<file path="config.mk">
export PLATFORM = sky130hd
export DESIGN_NAME = pc_control_unit_flat
export DESIGN_NICKNAME = d
export VERILOG_FILES = /design/src/rtl/pc_control_unit_if.sv /design/src/rtl/pc_control_unit.sv /design/src/flat_wrapper.sv
export SDC_FILE = /design/constraint.sdc
export NUM_CORES = 1
export LEC_CHECK = 0
export CORE_UTILIZATION = 48
export CTS_CLUSTER_DIAMETER = 80
export DETAILED_ROUTE_END_ITERATION = 10
export PLACE_DENSITY = 0.88
export SYNTH_ARGS = -nofsm -noshare
export SYNTH_HDL_FRONTEND = slang
export SYNTH_SLANG_ARGS = --single-unit
</file>
<file path="constraint.sdc">
create_clock -name clk -period 4.3 [get_ports clk]
set_input_delay 0.645 -clock clk [delete_from_list [all_inputs] [get_ports clk]]
set_output_delay 0.645 -clock clk [all_outputs]
set_load 0.1 [all_outputs]
</file>
<file path="src/rtl/pc_control_unit_if.sv">
`default_nettype none
// ============================================================================
// Module   : pc_control_unit_if
// Brief    : Bus bundle between the datapath and the PC / next-address unit.
// Revision : 1.0 - initial release
// ============================================================================
interface pc_control_unit_if #(
    parameter int ADDR_W = 32,
    parameter int CNT_W  = 16
);
    logic [31:0]       instr;
    logic              instr_valid;
    logic              stall;
    logic              zero_flag;
    logic [ADDR_W-1:0] rs_data;
    logic [ADDR_W-1:0] pc;
    logic [ADDR_W-1:0] pc_plus4;
    logic              link_we;
    logic [4:0]        link_addr;
    logic [ADDR_W-1:0] link_data;
    logic              redirect;
    logic              slot_err;
    logic [CNT_W-1:0]  taken_cnt;

    // Datapath side: supplies the instruction stream and operand data.
    modport master (
        output instr, instr_valid, stall, zero_flag, rs_data,
        input  pc, pc_plus4, link_we, link_addr, link_data,
               redirect, slot_err, taken_cnt
    );

    // PC unit side.
    modport slave (
        input  instr, instr_valid, stall, zero_flag, rs_data,
        output pc, pc_plus4, link_we, link_addr, link_data,
               redirect, slot_err, taken_cnt
    );
endinterface
`default_nettype wire

</file>
<file path="src/rtl/pc_control_unit.sv">
`default_nettype none
// ============================================================================
// Module   : pc_control_unit
// Brief    : Registered PC / next-address unit resolving J, JAL, JR, BEQ, BNE
//            with optional branch-delay-slot mode and $31 link generation.
// Revision : 1.0 - initial release
// ============================================================================
module pc_control_unit #(
    parameter int                ADDR_W     = 32,
    parameter logic [ADDR_W-1:0] RESET_PC   = '0,
    parameter int                DELAY_SLOT = 0,
    parameter int                CNT_W      = 16
) (
    input  wire logic         clk,
    input  wire logic         reset,
    pc_control_unit_if.slave  bus
);

    localparam logic [5:0]        c_OP_SPECIAL = 6'd0;
    localparam logic [5:0]        c_OP_J       = 6'd2;
    localparam logic [5:0]        c_OP_JAL     = 6'd3;
    localparam logic [5:0]        c_OP_BEQ     = 6'd4;
    localparam logic [5:0]        c_OP_BNE     = 6'd5;
    localparam logic [5:0]        c_FUNCT_JR   = 6'd8;
    localparam logic [ADDR_W-1:0] c_FOUR       = ADDR_W'(4);
    localparam logic [ADDR_W-1:0] c_EIGHT      = ADDR_W'(8);
    localparam logic [4:0]        c_LINK_REG   = 5'd31;

    typedef enum logic [0:0] {
        ST_RUN  = 1'b0,
        ST_SLOT = 1'b1
    } state_t;

    state_t            r_state;
    logic [ADDR_W-1:0] r_pc;
    logic [ADDR_W-1:0] r_pend;
    logic              r_link_we;
    logic [ADDR_W-1:0] r_link_data;
    logic              r_redirect;
    logic              r_slot_err;
    logic [CNT_W-1:0]  r_taken_cnt;

    logic              w_adv;
    logic [5:0]        w_op;
    logic [5:0]        w_funct;
    logic              w_is_j;
    logic              w_is_jal;
    logic              w_is_jr;
    logic              w_is_beq;
    logic              w_is_bne;
    logic              w_is_cf;
    logic              w_taken;
    logic [ADDR_W-1:0] w_pc_plus4;
    logic [ADDR_W-1:0] w_branch_tgt;
    logic [ADDR_W-1:0] w_jump_tgt;
    logic [ADDR_W-1:0] w_target;
    logic [CNT_W-1:0]  w_cnt_next;

    assign w_adv   = bus.instr_valid & ~bus.stall;
    assign w_op    = bus.instr[31:26];
    assign w_funct = bus.instr[5:0];

    assign w_is_j   = (w_op == c_OP_J);
    assign w_is_jal = (w_op == c_OP_JAL);
    assign w_is_beq = (w_op == c_OP_BEQ);
    assign w_is_bne = (w_op == c_OP_BNE);
    assign w_is_jr  = (w_op == c_OP_SPECIAL) && (w_funct == c_FUNCT_JR);
    assign w_is_cf  = w_is_j | w_is_jal | w_is_jr | w_is_beq | w_is_bne;

    assign w_taken = w_is_j | w_is_jal | w_is_jr
                   | (w_is_beq &  bus.zero_flag)
                   | (w_is_bne & ~bus.zero_flag);

    assign w_pc_plus4   = r_pc + c_FOUR;
    assign w_branch_tgt = w_pc_plus4
                        + {{(ADDR_W-18){bus.instr[15]}}, bus.instr[15:0], 2'b00};

    // At ADDR_W == 28 the jump target has no upper PC region to keep.
    generate
        if (ADDR_W > 28) begin : g_jump_wide
            assign w_jump_tgt = {w_pc_plus4[ADDR_W-1:28], bus.instr[25:0], 2'b00};
        end else begin : g_jump_narrow
            assign w_jump_tgt = {bus.instr[25:0], 2'b00};
        end
    endgenerate

    always_comb begin
        w_target = w_pc_plus4;
        if (w_is_jr) begin
            w_target = bus.rs_data;
        end else if (w_is_j || w_is_jal) begin
            w_target = w_jump_tgt;
        end else if (w_is_beq || w_is_bne) begin
            w_target = w_branch_tgt;
        end
    end

    assign w_cnt_next = (r_taken_cnt == {CNT_W{1'b1}}) ? r_taken_cnt
                                                       : r_taken_cnt + CNT_W'(1);

    always_ff @(posedge clk or posedge reset) begin
        if (reset) begin
            r_state     <= ST_RUN;
            r_pc        <= RESET_PC;
            r_pend      <= '0;
            r_link_we   <= 1'b0;
            r_link_data <= '0;
            r_redirect  <= 1'b0;
            r_slot_err  <= 1'b0;
            r_taken_cnt <= '0;
        end else if (!w_adv) begin
            // Pulses only live for one advancing cycle; everything else holds.
            r_link_we  <= 1'b0;
            r_redirect <= 1'b0;
            r_slot_err <= 1'b0;
        end else begin
            r_link_we  <= 1'b0;
            r_redirect <= 1'b0;
            r_slot_err <= 1'b0;
            case (r_state)
                ST_RUN: begin
                    if (w_is_jal) begin
                        r_link_we   <= 1'b1;
                        r_link_data <= (DELAY_SLOT != 0) ? (r_pc + c_EIGHT)
                                                         : (r_pc + c_FOUR);
                    end
                    if (w_taken && (DELAY_SLOT != 0)) begin
                        r_pend  <= w_target;
                        r_pc    <= w_pc_plus4;
                        r_state <= ST_SLOT;
                    end else if (w_taken) begin
                        r_pc        <= w_target;
                        r_redirect  <= 1'b1;
                        r_taken_cnt <= w_cnt_next;
                    end else begin
                        r_pc <= w_pc_plus4;
                    end
                end
                ST_SLOT: begin
                    // Control flow in the slot is dropped and only flagged.
                    r_pc        <= r_pend;
                    r_redirect  <= 1'b1;
                    r_slot_err  <= w_is_cf;
                    r_taken_cnt <= w_cnt_next;
                    r_state     <= ST_RUN;
                end
                default: begin
                    r_state <= ST_RUN;
                end
            endcase
        end
    end

    assign bus.pc        = r_pc;
    assign bus.pc_plus4  = w_pc_plus4;
    assign bus.link_we   = r_link_we;
    assign bus.link_addr = c_LINK_REG;
    assign bus.link_data = r_link_data;
    assign bus.redirect  = r_redirect;
    assign bus.slot_err  = r_slot_err;
    assign bus.taken_cnt = r_taken_cnt;

endmodule
`default_nettype wire

</file>
<file path="src/flat_wrapper.sv">
// flat-port wrapper written by rule: the top's interface ports become plain ports
module pc_control_unit_flat 
#(
    parameter int                ADDR_W     = 32,
    parameter logic [ADDR_W-1:0] RESET_PC   = '0,
    parameter int                DELAY_SLOT = 0,
    parameter int                CNT_W      = 16
)
  (clk, reset, bus_instr, bus_instr_valid, bus_stall, bus_zero_flag, bus_rs_data, bus_pc, bus_pc_plus4, bus_link_we, bus_link_addr, bus_link_data, bus_redirect, bus_slot_err, bus_taken_cnt);
  pc_control_unit_if #(.ADDR_W(ADDR_W), .CNT_W(CNT_W)) bus_i ();
  input  wire logic clk;
  input  wire logic reset;
  input wire logic [$bits(bus_i.instr)-1:0] bus_instr;
  input wire logic [$bits(bus_i.instr_valid)-1:0] bus_instr_valid;
  input wire logic [$bits(bus_i.stall)-1:0] bus_stall;
  input wire logic [$bits(bus_i.zero_flag)-1:0] bus_zero_flag;
  input wire logic [$bits(bus_i.rs_data)-1:0] bus_rs_data;
  output wire logic [$bits(bus_i.pc)-1:0] bus_pc;
  output wire logic [$bits(bus_i.pc_plus4)-1:0] bus_pc_plus4;
  output wire logic [$bits(bus_i.link_we)-1:0] bus_link_we;
  output wire logic [$bits(bus_i.link_addr)-1:0] bus_link_addr;
  output wire logic [$bits(bus_i.link_data)-1:0] bus_link_data;
  output wire logic [$bits(bus_i.redirect)-1:0] bus_redirect;
  output wire logic [$bits(bus_i.slot_err)-1:0] bus_slot_err;
  output wire logic [$bits(bus_i.taken_cnt)-1:0] bus_taken_cnt;
  assign bus_i.instr = bus_instr;
  assign bus_i.instr_valid = bus_instr_valid;
  assign bus_i.stall = bus_stall;
  assign bus_i.zero_flag = bus_zero_flag;
  assign bus_i.rs_data = bus_rs_data;
  assign bus_pc = bus_i.pc;
  assign bus_pc_plus4 = bus_i.pc_plus4;
  assign bus_link_we = bus_i.link_we;
  assign bus_link_addr = bus_i.link_addr;
  assign bus_link_data = bus_i.link_data;
  assign bus_redirect = bus_i.redirect;
  assign bus_slot_err = bus_i.slot_err;
  assign bus_taken_cnt = bus_i.taken_cnt;
  pc_control_unit #(.ADDR_W(ADDR_W), .RESET_PC(RESET_PC), .DELAY_SLOT(DELAY_SLOT), .CNT_W(CNT_W)) u_core (.clk(clk), .reset(reset), .bus(bus_i));
endmodule
</file>
=== After elaboration in Yosys (flattened, before gate mapping) ===
Cells that the tools add are included.

* Logic and storage cells: 40
* Output and inout bits: 120
* Register bits after elaboration: 82
* Input bits: 69

* Multiplexer cells: 10
* $add $sub $neg: 3
* Reduce and logical (&&, ||, !) cells: 6
* Bitwise logic cells: 9
* Equal/unequal tests: 7

{| class="wikitable"
|+ Operators by type and width
! operator !! count
|-
| $mux W32 || 4
|-
| $add A32 B3 Y32 const B || 1
|-
| $add A32 B32 Y32 || 1
|-
| $mux W16 || 2
|-
| $add A16 B1 Y16 const B || 1
|-
| $eq A16 B16 Y1 const B || 1
|-
| $eq A6 B2 Y1 const B || 2
|-
| $eq A6 B3 Y1 const B || 2
|-
| $eq A6 B4 Y1 const B || 1
|-
| $logic_not A6 Y1 || 1
|-
| $mux W1 || 4
|-
| $or A1 B1 Y1 || 4
|-
| $and A1 B1 Y1 || 3
|-
| $reduce_and A3 Y1 || 1
|-
| $logic_or A1 B1 Y1 || 2
|-
| $ne A2 B2 Y1 const B || 1
|-
| $not A1 Y1 || 2
|-
| $reduce_and A2 Y1 || 1
|-
| $logic_and A1 B1 Y1 || 1
|}

=== Depth between registers and ports, before layout ===
* Word-level depth: 7
* Mapped depth: 16
* Depth with buffers taken out: 16

=== Least setup slack after synthesis ===
OpenSTA, ideal clock, no wires.

* Kind: register to register
* Start: register u_core.r_pc[4], in the netlist u_core.bus.pc[4]
* End: register u_core.r_pc[31], in the netlist u_core.bus.pc[31]
* Stages on the path, launching flop included: 17
* Period minus slack after synthesis: 5.943 ns
* Path slack: -1.643 ns
* Arrival: 5.803 ns
* Path buffers: 0
* Library setup time: 0.140 ns
* Cells stage by stage: dfrtp_1 and4_4 nand2_1 nor2_1 and2_1 nand3_1 xnor2_1 ha_1 a21oi_1 o21ai_0 a211oi_1 nand2_1 o221a_2 o22ai_1 mux2i_1 mux2i_1 a31oi_1

* Word-level cells in the longest chain between the ends: 6

{| class="wikitable"
|+ RTL lines
! what !! RTL line !! source
|-
| start, declared || pc_control_unit.sv:35 || <nowiki>logic [ADDR_W-1:0] r_pc;</nowiki>
|-
| start signal, assigned || pc_control_unit.sv:129 || <nowiki>r_pc <= w_pc_plus4;</nowiki>
|-
| start signal, assigned || pc_control_unit.sv:132 || <nowiki>r_pc <= w_target;</nowiki>
|-
| start signal, assigned || pc_control_unit.sv:136 || <nowiki>r_pc <= w_pc_plus4;</nowiki>
|-
| $add A32 B3 Y32 || pc_control_unit.sv:74 || <nowiki>assign w_pc_plus4 = r_pc + c_FOUR;</nowiki>
|-
| net bus_pc_plus4[18] || flat_wrapper.sv:19 || <nowiki>output wire logic [$bits(bus_i.pc_plus4)-1:0] bus_pc_plus4;</nowiki>
|-
| $add A32 B32 Y32 || pc_control_unit.sv:76 || <nowiki>+ {{(ADDR_W-18){bus.instr[15]}}, bus.instr[15:0], 2'b00};</nowiki>
|-
| $mux W32 || pc_control_unit.sv:93 || <nowiki>end else if (w_is_beq || w_is_bne) begin</nowiki>
|-
| $mux W32 || pc_control_unit.sv:91 || <nowiki>end else if (w_is_j || w_is_jal) begin</nowiki>
|-
| $mux W32 || pc_control_unit.sv:89 || <nowiki>if (w_is_jr) begin</nowiki>
|-
| $mux W32 || pc_control_unit.sv:131 || <nowiki>end else if (w_taken) begin</nowiki>
|}

The timed path passes the listed nets, and every way through them passes these cells.
A chain may end at the register's enable or synchronous reset.

=== Worst setup path in the final report ===
* Start: register u_core.r_pc[13], in the netlist u_core.bus.pc[13]
* End: register u_core.r_pc[31], in the netlist u_core.bus.pc[31]

* Word-level cells in the longest chain between the ends: 6

{| class="wikitable"
|+ RTL lines
! what !! RTL line
|-
| $add A32 B3 Y32 * || pc_control_unit.sv:74
|-
| $add A32 B32 Y32 || pc_control_unit.sv:76
|-
| $mux W32 || pc_control_unit.sv:93
|-
| $mux W32 || pc_control_unit.sv:91
|-
| $mux W32 || pc_control_unit.sv:89
|-
| $mux W32 * || pc_control_unit.sv:131
|}

Every way passes the cells marked *; elsewhere a longest branch is shown, timed or not.

==> results.yml <==
outcome:
  status: "completed"
timing:
  setup_viol: 0
  finalClockSkew_ps: 9.51
  slew_viol_final: 0
  max-slew-margin-rel_pct: 26.3
  fin_ws_ps: 296
  fin_tns_setup_ps: 0
  post-route-min-period_ps: 4000
  fmax_mhz: 250
  tightest_slew_ps: 1110
  rsz0062_at_grt: "no"
  min_period_over_period_pct: 93.1
  hold_viol: 0
  holdWs_ps: 480
synthesis:
  seq_area_frac_synth_pct: 32.8
  avgSynthCellArea_um2: 8.53
  yosys_warnings: 32
  synth-main-ff-cell: "dfrtp_1"
  netlist_area_um2: 6260
  synth_cell_type_count: 69
  synth_edf_count: 0
  synthCells: 734
  synth_seq_cells: 82
  synthArstFlopShare_pct: 100
cells_and_area:
  final_cells: 1094
  drive_above_1_share_pct: 15.8
  fin_nets: 1024
  diodes: 0
  nFillCells: 1002
  syn_to_final_growth_pct: 43.8
setup_path:
  crit_required_ps: 4520
  max_stage_delay_ps: 510
  crit_type: "register to register"
  crit_top_cell: "mux2i_1"
  worstPathArrival_ps: 4220
  critPathMaxFanout: 7
  crit_slowest_cell: "nor4_1"
  crit_buf_inv: 0
  r2r_setup_slack_ps: 300
  crit_path_end_kind: "register"
  worstSetupStartpointType: "register"
  r2r_cells: 14
  cp_cell_sequence: "and3_4, nand4_1, nor4_1, xnor2_2, ha_1, and4_1, nor2b_1, o21ai_0, a21oi_1, o221a_4, o22ai_2, mux2i_1, mux2i_1, a31oi_1"
  r2r-start: "u_core.bus.pc[13]"
  critical_path.top_delay_family: "simple AND/OR/NAND/NOR gates"
  r2r-end: "u_core.bus.pc[31]"
route:
  wl_met3_mm: 1.88
  routedWlPerCell_um: 20.3
  drt_iter0_markers: 505
  finalWirelength_mm: 22.2
  wl_met2_mm: 10.5
  drtPass1Iterations: 6
  drtAntennaViolNets: 0
  drc_errors: 0
  avgViaCountPerCell: 6.00
  num_vias: 6563
  wl_met1_mm: 9.05
  top_layer: "met4"
cts:
  cts.clk_slew.worst_paths_ps: 70
  cts.sinks: 82
  cts_buffer_depth: 2
  cts-hold-fix-buffers: 0
  numCtsBuffers: 9
  htreeDepth: 3
  cts_tree: "done"
  cts_root_buf: "clkbuf_16"
  clock_latency_ps: 350
  postCtsSetupBuffers: 0
  cts_resized: 0
floorplanning:
  floorplan.initialDensity_pct: 49.4
  die_h_um: 116
  num_io_pins: 189
  num_rows: 41
  die_area_um2: 13500
  die_w_um: 116
  core_area_um2: 12700
power_and_ir_drop:
  powerDensity_nw_per_um2: 546
  p_total_w: 0.00491
  irDropWorstVdd_mv: 0.382
  p_leak_nw: 3.87
place:
  io_buffer_count: 182
  hpwlAfterDp_mm: 16.8
  pre_cts_ws_ps: 409
  gp_congestion: 1.02
  dp.cells: 1078
grt:
  grt_max_degree: 62
  gr-usage-all-layers_pct: 33.8
  grt_pass1_vias: 6399
  grt-ovfl-total: 0
  grt_first_pass_wirelength_mm: 34.4
  antenna_found_initial: 0
hold_path:
  min_path_cells: 2
  min_from: "u_core.bus.link_data[8]"
  holdPathEnd: "u_core.bus.link_data[8]"
  hp-class: "register to register"
flow_run:
  timing.max_cap.violations: 0
-- through the flow --
step	instance area [um^2]	utilization, %
2_1_floorplan	6700	-
3_3_place_gp	8670	68.4
3_5_place_dp	8670	68.4
4_1_cts	9000	71.0
5_1_grt	9000	71.0
6_report	9000	71.0
-- cells in the mapped netlist (11+ instances only) --
cell type	instances	area, um^2
dfrtp_1	82	2050
nand2_1	82	308
o21ai_0	70	350
a21oi_1	58	290
nor2_1	48	180
xnor2_1	40	350
ha_1	37	463
xor2_1	27	236
nand3_1	26	130
inv_1	25	93.8
clkbuf_1	23	86.3
mux2_2	20	225
a21o_1	17	128
nand4_1	15	93.8
a211oi_1	12	90.1
o211ai_1	11	82.6
-- state kept, by name (all words and copies together) (netlist names) --
signal                count
u_core.bus.pc            32
u_core.bus.redirect       1
u_core.bus.link_we        1
u_core.bus.link_data     32
u_core.bus.taken_cnt     16
-- worst max path at each step --
| stage | from | endpoint | slack (ps) | cells past startpoint |
|---|---|---|---|---|
| detailed placement | u_core.bus.pc[13] | u_core.bus.pc[31] | 410 | 14 |
| finish | u_core.bus.pc[13] | u_core.bus.pc[31] | 300 | 14 |
| global route | u_core.bus.pc[4] | u_core.bus.pc[25] | 120 | 15 |
| CTS | u_core.bus.pc[13] | u_core.bus.pc[31] | 370 | 14 |
| floorplan | u_core.bus.pc[9] | u_core.bus.pc[31] | 9 | 15 |
| global placement | u_core.bus.pc[13] | u_core.bus.pc[31] | 350 | 14 |
-- worst register-to-register path, stage by stage, from the launching register on --
cell     delay (ps)
dfrtp_2         470
and3_4          230
nand4_1         270
nor4_1          510
xnor2_2         210
ha_1            460
and4_1          260
nor2b_1         160
o21ai_0         100
a21oi_1         310
o221a_4         290
o22ai_2          70
mux2i_1         220
mux2i_1         210
a31oi_1          90
-- report_power, final --
part	internal [W]	switching [W]	total [W]
sequential	0.000880	0.000181	0.00106
combinational	0.000851	0.00210	0.00296
clock	0.000521	0.000371	0.000892
total	0.00225	0.00266	0.00491
-- layer usage --
metal  up-vias  global-route usage (%)
met2       342                    55.0
met4         0                    16.6
met3        53                    6.43
li1       3050                       -
met5         -                       0
met1      3118                    43.2
-- kinds of logic after synthesis --
logic type | share of synthesized area (%)
compound gates | 23.2
simple gates | 18.4
xor+xnor | 9.63
other cells | 0.120
buf+inv | 4.04
flops | 32.8
mux | 4.08
fa+ha+maj | 7.72
-- layout make-up --
cell class / instances / area [um^2] / share of cell area (%)
inverter: 26 / 98.8 / 1.10
timing repair buffer: 201 / 1910 / 21.3
clock buffer: 9 / 225 / 2.50
multi-input combinational: 597 / 4360 / 48.5
clock inverter: 7 / 105 / 1.17
tap: 172 / 215 / 2.39
sequential: 82 / 2080 / 23.1
-- cells in the final DEF (no fill, tap or decap), types with 24 or more instances in the layout --
master / synthesis / layout
nand2_1: 82 / 82
ha_1: 37 / 33
xnor2_1: 40 / 26
xor2_1: 27 / 24
nand3_1: 26 / 24
o21ai_0: 70 / 69
dfrtp_1: 82 / 61
clkdlybuf4s50_1: 0 / 162
inv_1: 25 / 24
nor2_1: 48 / 47
a21oi_1: 58 / 58
buf_4: 8 / 39
Power figures use the tool's default switching activity.
